### config.mk
export PLATFORM = sky130hd
export DESIGN_NAME = ex_mem_stage_flat
export DESIGN_NICKNAME = d
export VERILOG_FILES = /design/src/rtl/ex_mem_stage_pkg.sv /design/src/rtl/ex_mem_stage_if.sv /design/src/rtl/ex_mem_stage_stage_slot.sv /design/src/rtl/ex_mem_stage.sv /design/src/flat_wrapper.sv
export SDC_FILE = /design/constraint.sdc
export NUM_CORES = 1
export LEC_CHECK = 0
export CORE_AREA = 2 2 152 154
export DETAILED_ROUTE_END_ITERATION = 10
export DIE_AREA = 0 0 154 156
export GPL_ROUTABILITY_DRIVEN = 0
export PLACE_DENSITY = 0.73
export SYNTH_ARGS = -nofsm -noshare
export SYNTH_HDL_FRONTEND = slang
export SYNTH_SLANG_ARGS = --single-unit
### constraint.sdc
create_clock -name clk -period 1.8 [get_ports clk]
set_input_delay 0.36 -clock clk [delete_from_list [all_inputs] [get_ports clk]]
set_output_delay 0.36 -clock clk [all_outputs]
set_load 0.02 [all_outputs]
### src/rtl/ex_mem_stage_pkg.sv
// Shared constants, the per-edge action encoding and its decoder for the EX/MEM register.
// Optional stall counter is enabled by defining EX_MEM_STALL_CNT_EN.
package ex_mem_stage_pkg;

  localparam logic        STOP          = 1'b1;
  localparam logic        NO_STOP       = 1'b0;
  localparam logic [31:0] ZERO_WORD     = 32'h0000_0000;
  localparam logic [4:0]  NOP_REG_ADDR  = 5'd0;
  localparam int          CTX_W_DEFAULT = 66;
  localparam int          CH_GPR        = 0;
  localparam int          CH_HI         = 1;
  localparam int          CH_LO         = 2;

  typedef enum logic [1:0] {
    ACT_ADVANCE = 2'd0,
    ACT_BUBBLE  = 2'd1,
    ACT_HOLD    = 2'd2,
    ACT_FLUSH   = 2'd3
  } action_e;

  // Flush outranks any stall; a local stall with a free downstream emits a bubble.
  function automatic action_e decode_action(input logic flush,
                                            input logic s_here,
                                            input logic s_down);
    action_e act;
    if (flush) begin
      act = ACT_FLUSH;
    end else if (s_here == STOP && s_down == NO_STOP) begin
      act = ACT_BUBBLE;
    end else if (s_here == STOP) begin
      act = ACT_HOLD;
    end else begin
      act = ACT_ADVANCE;
    end
    return act;
  endfunction

endpackage

### src/rtl/ex_mem_stage_if.sv
// Execute-to-memory bundle: per-channel write ports, valid bit and multi-cycle context.
// The slave modport is the pipeline register; the master modport is the surrounding core.
interface ex_mem_stage_if #(
  parameter int NUM_CH = 3,
  parameter int DATA_W = 32,
  parameter int ADDR_W = 5,
  parameter int CTX_W  = 66
);
  logic                       in_valid;
  logic [NUM_CH-1:0]          in_we;
  logic [NUM_CH*ADDR_W-1:0]   in_addr;
  logic [NUM_CH*DATA_W-1:0]   in_data;
  logic [CTX_W-1:0]           ctx_i;

  logic                       out_valid;
  logic [NUM_CH-1:0]          out_we;
  logic [NUM_CH*ADDR_W-1:0]   out_addr;
  logic [NUM_CH*DATA_W-1:0]   out_data;
  logic [CTX_W-1:0]           ctx_o;

  modport master (
    output in_valid, in_we, in_addr, in_data, ctx_i,
    input  out_valid, out_we, out_addr, out_data, ctx_o
  );

  modport slave (
    input  in_valid, in_we, in_addr, in_data, ctx_i,
    output out_valid, out_we, out_addr, out_data, ctx_o
  );
endinterface

### src/rtl/ex_mem_stage_stage_slot.sv
// One write channel's we/addr/data register set, steered by the decoded stage action.
module stage_slot
  import ex_mem_stage_pkg::*;
#(
  parameter int DATA_W = 32,
  parameter int ADDR_W = 5
) (
  input  logic              clk,
  input  logic              rst,
  input  action_e           act,
  input  logic              in_valid,
  input  logic              in_we,
  input  logic [ADDR_W-1:0] in_addr,
  input  logic [DATA_W-1:0] in_data,
  output logic              out_we,
  output logic [ADDR_W-1:0] out_addr,
  output logic [DATA_W-1:0] out_data
);

  logic              we_q,   we_d;
  logic [ADDR_W-1:0] addr_q, addr_d;
  logic [DATA_W-1:0] data_q, data_d;

  // addr/data pass through even when we is low; consumers gate on out_we.
  always_comb begin
    we_d   = we_q;
    addr_d = addr_q;
    data_d = data_q;
    case (act)
      ACT_FLUSH, ACT_BUBBLE: begin
        we_d   = 1'b0;
        addr_d = '0;
        data_d = '0;
      end
      ACT_ADVANCE: begin
        we_d   = in_valid & in_we;
        addr_d = in_addr;
        data_d = in_data;
      end
      default: ;
    endcase
  end

  always_ff @(posedge clk or negedge rst) begin
    if (!rst) begin
      we_q   <= 1'b0;
      addr_q <= '0;
      data_q <= '0;
    end else begin
      we_q   <= we_d;
      addr_q <= addr_d;
      data_q <= data_d;
    end
  end

  assign out_we   = we_q;
  assign out_addr = addr_q;
  assign out_data = data_q;

endmodule

### src/rtl/ex_mem_stage.sv
// EX/MEM pipeline register with valid bit, flush, stall-vector indexing and NUM_CH write channels.
// Define EX_MEM_STALL_CNT_EN to add a saturating 16-bit stall-cycle counter.
module ex_mem_stage
  import ex_mem_stage_pkg::*;
#(
  parameter int NUM_CH  = 3,
  parameter int DATA_W  = 32,
  parameter int ADDR_W  = 5,
  parameter int CTX_W   = CTX_W_DEFAULT,
  parameter int STALL_W = 6,
  parameter int STAGE   = 3
) (
  input  logic               clk,
  input  logic               rst,
  input  logic [STALL_W-1:0] stall,
  input  logic               flush,
  ex_mem_stage_if.slave      bus,
  output logic [15:0]        stall_cnt
);

  logic             s_here;
  logic             s_down;
  action_e          act;
  logic             valid_q, valid_d;
  logic [CTX_W-1:0] ctx_q,   ctx_d;
  logic             unused_stall;

  assign s_here = stall[STAGE];

  // The last stage has no downstream neighbour, so it can never be held.
  generate
    if (STAGE + 1 < STALL_W) begin : g_down
      assign s_down = stall[STAGE+1];
    end else begin : g_no_down
      assign s_down = 1'b0;
    end
  endgenerate

  assign unused_stall = ^stall;
  assign act          = decode_action(flush, s_here, s_down);

  always_comb begin
    valid_d = valid_q;
    ctx_d   = ctx_q;
    case (act)
      ACT_FLUSH: begin
        valid_d = 1'b0;
        ctx_d   = '0;
      end
      ACT_BUBBLE: begin
        valid_d = 1'b0;
        ctx_d   = bus.ctx_i;
      end
      ACT_ADVANCE: begin
        valid_d = bus.in_valid;
        ctx_d   = bus.ctx_i;
      end
      default: ;
    endcase
  end

  always_ff @(posedge clk or negedge rst) begin
    if (!rst) begin
      valid_q <= 1'b0;
      ctx_q   <= '0;
    end else begin
      valid_q <= valid_d;
      ctx_q   <= ctx_d;
    end
  end

  logic [NUM_CH-1:0]        we_all;
  logic [NUM_CH*ADDR_W-1:0] addr_all;
  logic [NUM_CH*DATA_W-1:0] data_all;

  generate
    for (genvar k = 0; k < NUM_CH; k++) begin : g_slot
      stage_slot #(
        .DATA_W (DATA_W),
        .ADDR_W (ADDR_W)
      ) u_slot (
        .clk      (clk),
        .rst      (rst),
        .act      (act),
        .in_valid (bus.in_valid),
        .in_we    (bus.in_we[k]),
        .in_addr  (bus.in_addr[k*ADDR_W +: ADDR_W]),
        .in_data  (bus.in_data[k*DATA_W +: DATA_W]),
        .out_we   (we_all[k]),
        .out_addr (addr_all[k*ADDR_W +: ADDR_W]),
        .out_data (data_all[k*DATA_W +: DATA_W])
      );
    end
  endgenerate

  assign bus.out_valid = valid_q;
  assign bus.out_we    = we_all;
  assign bus.out_addr  = addr_all;
  assign bus.out_data  = data_all;
  assign bus.ctx_o     = ctx_q;

`ifdef EX_MEM_STALL_CNT_EN
  logic [15:0] cnt_q, cnt_d;

  // Counts BUBBLE and HOLD edges; only reset clears it, flush does not.
  always_comb begin
    cnt_d = cnt_q;
    if (s_here && !flush && cnt_q != 16'hFFFF) begin
      cnt_d = cnt_q + 16'd1;
    end
  end

  always_ff @(posedge clk or negedge rst) begin
    if (!rst) begin
      cnt_q <= 16'h0000;
    end else begin
      cnt_q <= cnt_d;
    end
  end

  assign stall_cnt = cnt_q;
`else
  assign stall_cnt = 16'h0000;
`endif

endmodule
### src/flat_wrapper.sv
// flat-port wrapper written by rule: the top's interface ports become plain ports
module ex_mem_stage_flat import ex_mem_stage_pkg::*;
#(
  parameter int NUM_CH  = 3,
  parameter int DATA_W  = 32,
  parameter int ADDR_W  = 5,
  parameter int CTX_W   = CTX_W_DEFAULT,
  parameter int STALL_W = 6,
  parameter int STAGE   = 3
)
  (clk, rst, stall, flush, stall_cnt, bus_in_valid, bus_in_we, bus_in_addr, bus_in_data, bus_ctx_i, bus_out_valid, bus_out_we, bus_out_addr, bus_out_data, bus_ctx_o);
  ex_mem_stage_if #(.NUM_CH(NUM_CH), .DATA_W(DATA_W), .ADDR_W(ADDR_W), .CTX_W(CTX_W)) bus_i ();
  input  logic clk;
  input  logic rst;
  input  logic [STALL_W-1:0] stall;
  input  logic flush;
  output logic [15:0] stall_cnt;
  input wire logic [$bits(bus_i.in_valid)-1:0] bus_in_valid;
  input wire logic [$bits(bus_i.in_we)-1:0] bus_in_we;
  input wire logic [$bits(bus_i.in_addr)-1:0] bus_in_addr;
  input wire logic [$bits(bus_i.in_data)-1:0] bus_in_data;
  input wire logic [$bits(bus_i.ctx_i)-1:0] bus_ctx_i;
  output wire logic [$bits(bus_i.out_valid)-1:0] bus_out_valid;
  output wire logic [$bits(bus_i.out_we)-1:0] bus_out_we;
  output wire logic [$bits(bus_i.out_addr)-1:0] bus_out_addr;
  output wire logic [$bits(bus_i.out_data)-1:0] bus_out_data;
  output wire logic [$bits(bus_i.ctx_o)-1:0] bus_ctx_o;
  assign bus_i.in_valid = bus_in_valid;
  assign bus_i.in_we = bus_in_we;
  assign bus_i.in_addr = bus_in_addr;
  assign bus_i.in_data = bus_in_data;
  assign bus_i.ctx_i = bus_ctx_i;
  assign bus_out_valid = bus_i.out_valid;
  assign bus_out_we = bus_i.out_we;
  assign bus_out_addr = bus_i.out_addr;
  assign bus_out_data = bus_i.out_data;
  assign bus_ctx_o = bus_i.ctx_o;
  ex_mem_stage #(.NUM_CH(NUM_CH), .DATA_W(DATA_W), .ADDR_W(ADDR_W), .CTX_W(CTX_W), .STALL_W(STALL_W), .STAGE(STAGE)) u_core (.clk(clk), .rst(rst), .stall(stall), .flush(flush), .bus(bus_i), .stall_cnt(stall_cnt));
endmodule
==> metrics.csv <==
stage,metric,value,unit
status,outcome,"finished, final reports clean",
sta,Final Hold Viols,0,
floorplan,I/O pin total,387,
setup_path,Worst setup endpoint,bus_out_addr[14],
power,Leak,6.96,nW
sta,final setup violation count,0,
yosys,Avg Inst Size Synth,9.97,µm²
global_routing,initial antenna violation count,0,
setup_path,Startpoint Class,flop,
floorplan,floorplan row count,55,
cts,CTS tree,built,
sta,part of the cycle the worst path needs,97.9,%
routing,total number of vias,7294,
power,Power Total,0.00989,W
sta,TNS Setup,0,ps
routing,Routed Antenna Nets,0,
setup_path,Critical Path AT,1400,ps
sta,fmax,568,MHz
global_routing,total track usage,20.7,%
cts,clock tree buffer depth,2,
setup_path,worst setup path start,u_core.g_slot[2].u_slot.out_addr[4],
setup_path,Worst EP required,1440,ps
yosys,sequential fraction of the synthesis area,54.7,%
sta,WHS,342,ps
cts,CTS H-tree depth,4,
floorplan,Die Area,24000,µm²
global_routing,number of global-route vias before repair,7204,
setup_path,Buf/Inv on CP,1,
setup_path,Setup CP Type,flop to output pin,
yosys,Netlist cell types,10,
power,total power divided by cell area,762,nW/µm²
setup_path,Critical R2R Launch,u_core.bus.ctx_o[61],
routing,drt first pass iters,6,
cts,Clock transition at path regs,70,ps
setup_path,WP depth,1,
min_path,Hold WC Path Type,input port to flop,
cts,Clock Sinks,181,
routing,final wirelength,25400,µm
finish,most frequent cells in the layout,"clkdlybuf4s50_1, nand3_1, a21oi_1, dfrtp_1, nand2b_1",
placement,Port Buffer Count,366,
sta,Max Clock Skew,0,ps
sta,clock period minus final worst setup slack,1760,ps
global_routing,largest net degree at the start of global routing,87,
finish,"most common cell after layout, fill and taps aside",clkdlybuf4s50_1,
floorplan,Die Wd,154,µm
sta,RSZ-0062 raised after global routing,false,
finish,Ant. Diodes,0,
setup_path,critical path's largest stage delay,630,ps
setup_path,worst r2r path cells,2,
finish,nets@finish,1345,
routing,DR iter-0 viols,528,
setup_path,FF-to-FF setup slack,1080,ps
floorplan,initial core utilization,37.0,%
setup_path,FF-to-FF End,u_core.bus.ctx_o[61],
placement,post-DP HPWL,17400,µm
routing,vias per cell,5.02,
global_routing,wire length of the first global-routing pass,39600,µm
floorplan,chip height,156,µm
yosys,Post-Syn Area,8280,µm²
finish,layout cell share with drive strength beyond 1,11.0,%
flow_run,Max Cap Viol,0,
finish,fillers,1926,
finish,register area,4530,µm²
finish,Area growth syn-to-layout,56.7,%
cts,CTS Buf Count,17,
yosys,total number of yosys warnings,0,
yosys,"FF+latch count, synth",181,
sta,max-slew violation count,0,
setup_path,critical path's slowest cell,clkdlybuf4s50_1,
setup_path,crit-path cells,clkdlybuf4s50_1,
cts,Root Driver,clkbuf_16,
setup_path,critical path's top delay family,buffers and inverters,
yosys,Synth Instances,831,
power,worst IR drop on VDD,0.585,mV
routing,DRC violations left,0,
routing,DR WL/cell,17.5,µm
cts,clk_lat worst skew,430,ps
setup_path,peak fanout along the critical path,2,
cts,Post CTS Setup Buffer Count,0,
setup_path,crit end category,output pin,
finish,Multi-input gate area,3260,µm²
global_routing,total gr overflow,0,
floorplan,Core Box Area,22400,µm²
sequential cells by signal, indices dropped and copies added, names as in the netlist:
name and flops:
u_core.bus.ctx_o 66, u_core.bus.out_valid 1, u_core.g_slot.u_slot.out_addr 15, u_core.g_slot.u_slot.out_data 96, u_core.g_slot.u_slot.out_we 3
logic make-up after synthesis:
kind of cell | synth area share, %
flops | 54.7
buf+inv | 6.68
other cells | 0.0453
compound gates | 18.9
simple gates | 19.7
report_power, final:
group	leakage, nW	switching (W)	total, W	internal, W
Clock	0.263	0.00177	0.00360	0.00183
Sequential	2.41	0.000108	0.00437	0.00427
Combinational	4.30	0.000946	0.00192	0.000972
per-stage QoR:
stage,utilization (%),std cells,instance area [µm²],setup slack [ps]
final,58.0,1453,13000,38.3
after global routing,58.0,1453,13000,0.226
after floorplan,-,846,8340,647
after global placement,54.6,1420,12200,421
after CTS,56.9,1453,12700,0.109
after detailed placement,54.6,1420,12200,429
layer usage:
metal	wire, µm	track usage, %	up-vias
met5	0	0	-
met4	482	6.85	0
li1	-	-	3482
met2	12300	33.5	270
met1	10600	26.1	3513
met3	2040	7.14	29
what timing repair did:
action,CTS,global route
endpoints found under the setup margin,34,103
hold endpoints to repair,30,0
hold buffers,1,0
resized for setup,34,103
worst min-delay path by stage:
stage,slack [ps],startpoint,cells past startpoint,to
floorplan,60,rst,0,u_core.bus.ctx_o[0]
global placement,300,rst,1,u_core.g_slot[0].u_slot.out_data[29]
detailed placement,290,rst,1,u_core.g_slot[0].u_slot.out_data[18]
CTS,330,stall[4],3,u_core.g_slot[2].u_slot.out_data[4]
global route,350,stall[4],3,u_core.bus.ctx_o[11]
finish,340,stall[4],3,u_core.g_slot[2].u_slot.out_we
area by class of cell:
class / count / area share [%]
clock buffer: 20 / 3.37
multi-input combinational: 559 / 25.1
tap: 285 / 2.75
clock inverter: 12 / 0.868
sequential: 181 / 34.9
timing repair buffer: 396 / 33.0
synth_stat cells (all sizes together):
library cell  instances  area [µm²]
nand3b                3        22.5
a21bo                66         661
conb                  1        3.75
nand2b              112         701
buf                  72         425
a21oi               181         906
clkbuf               34         128
nand3               181         906
dfrtp               181        4530
Power figures use the tool's default switching activity.
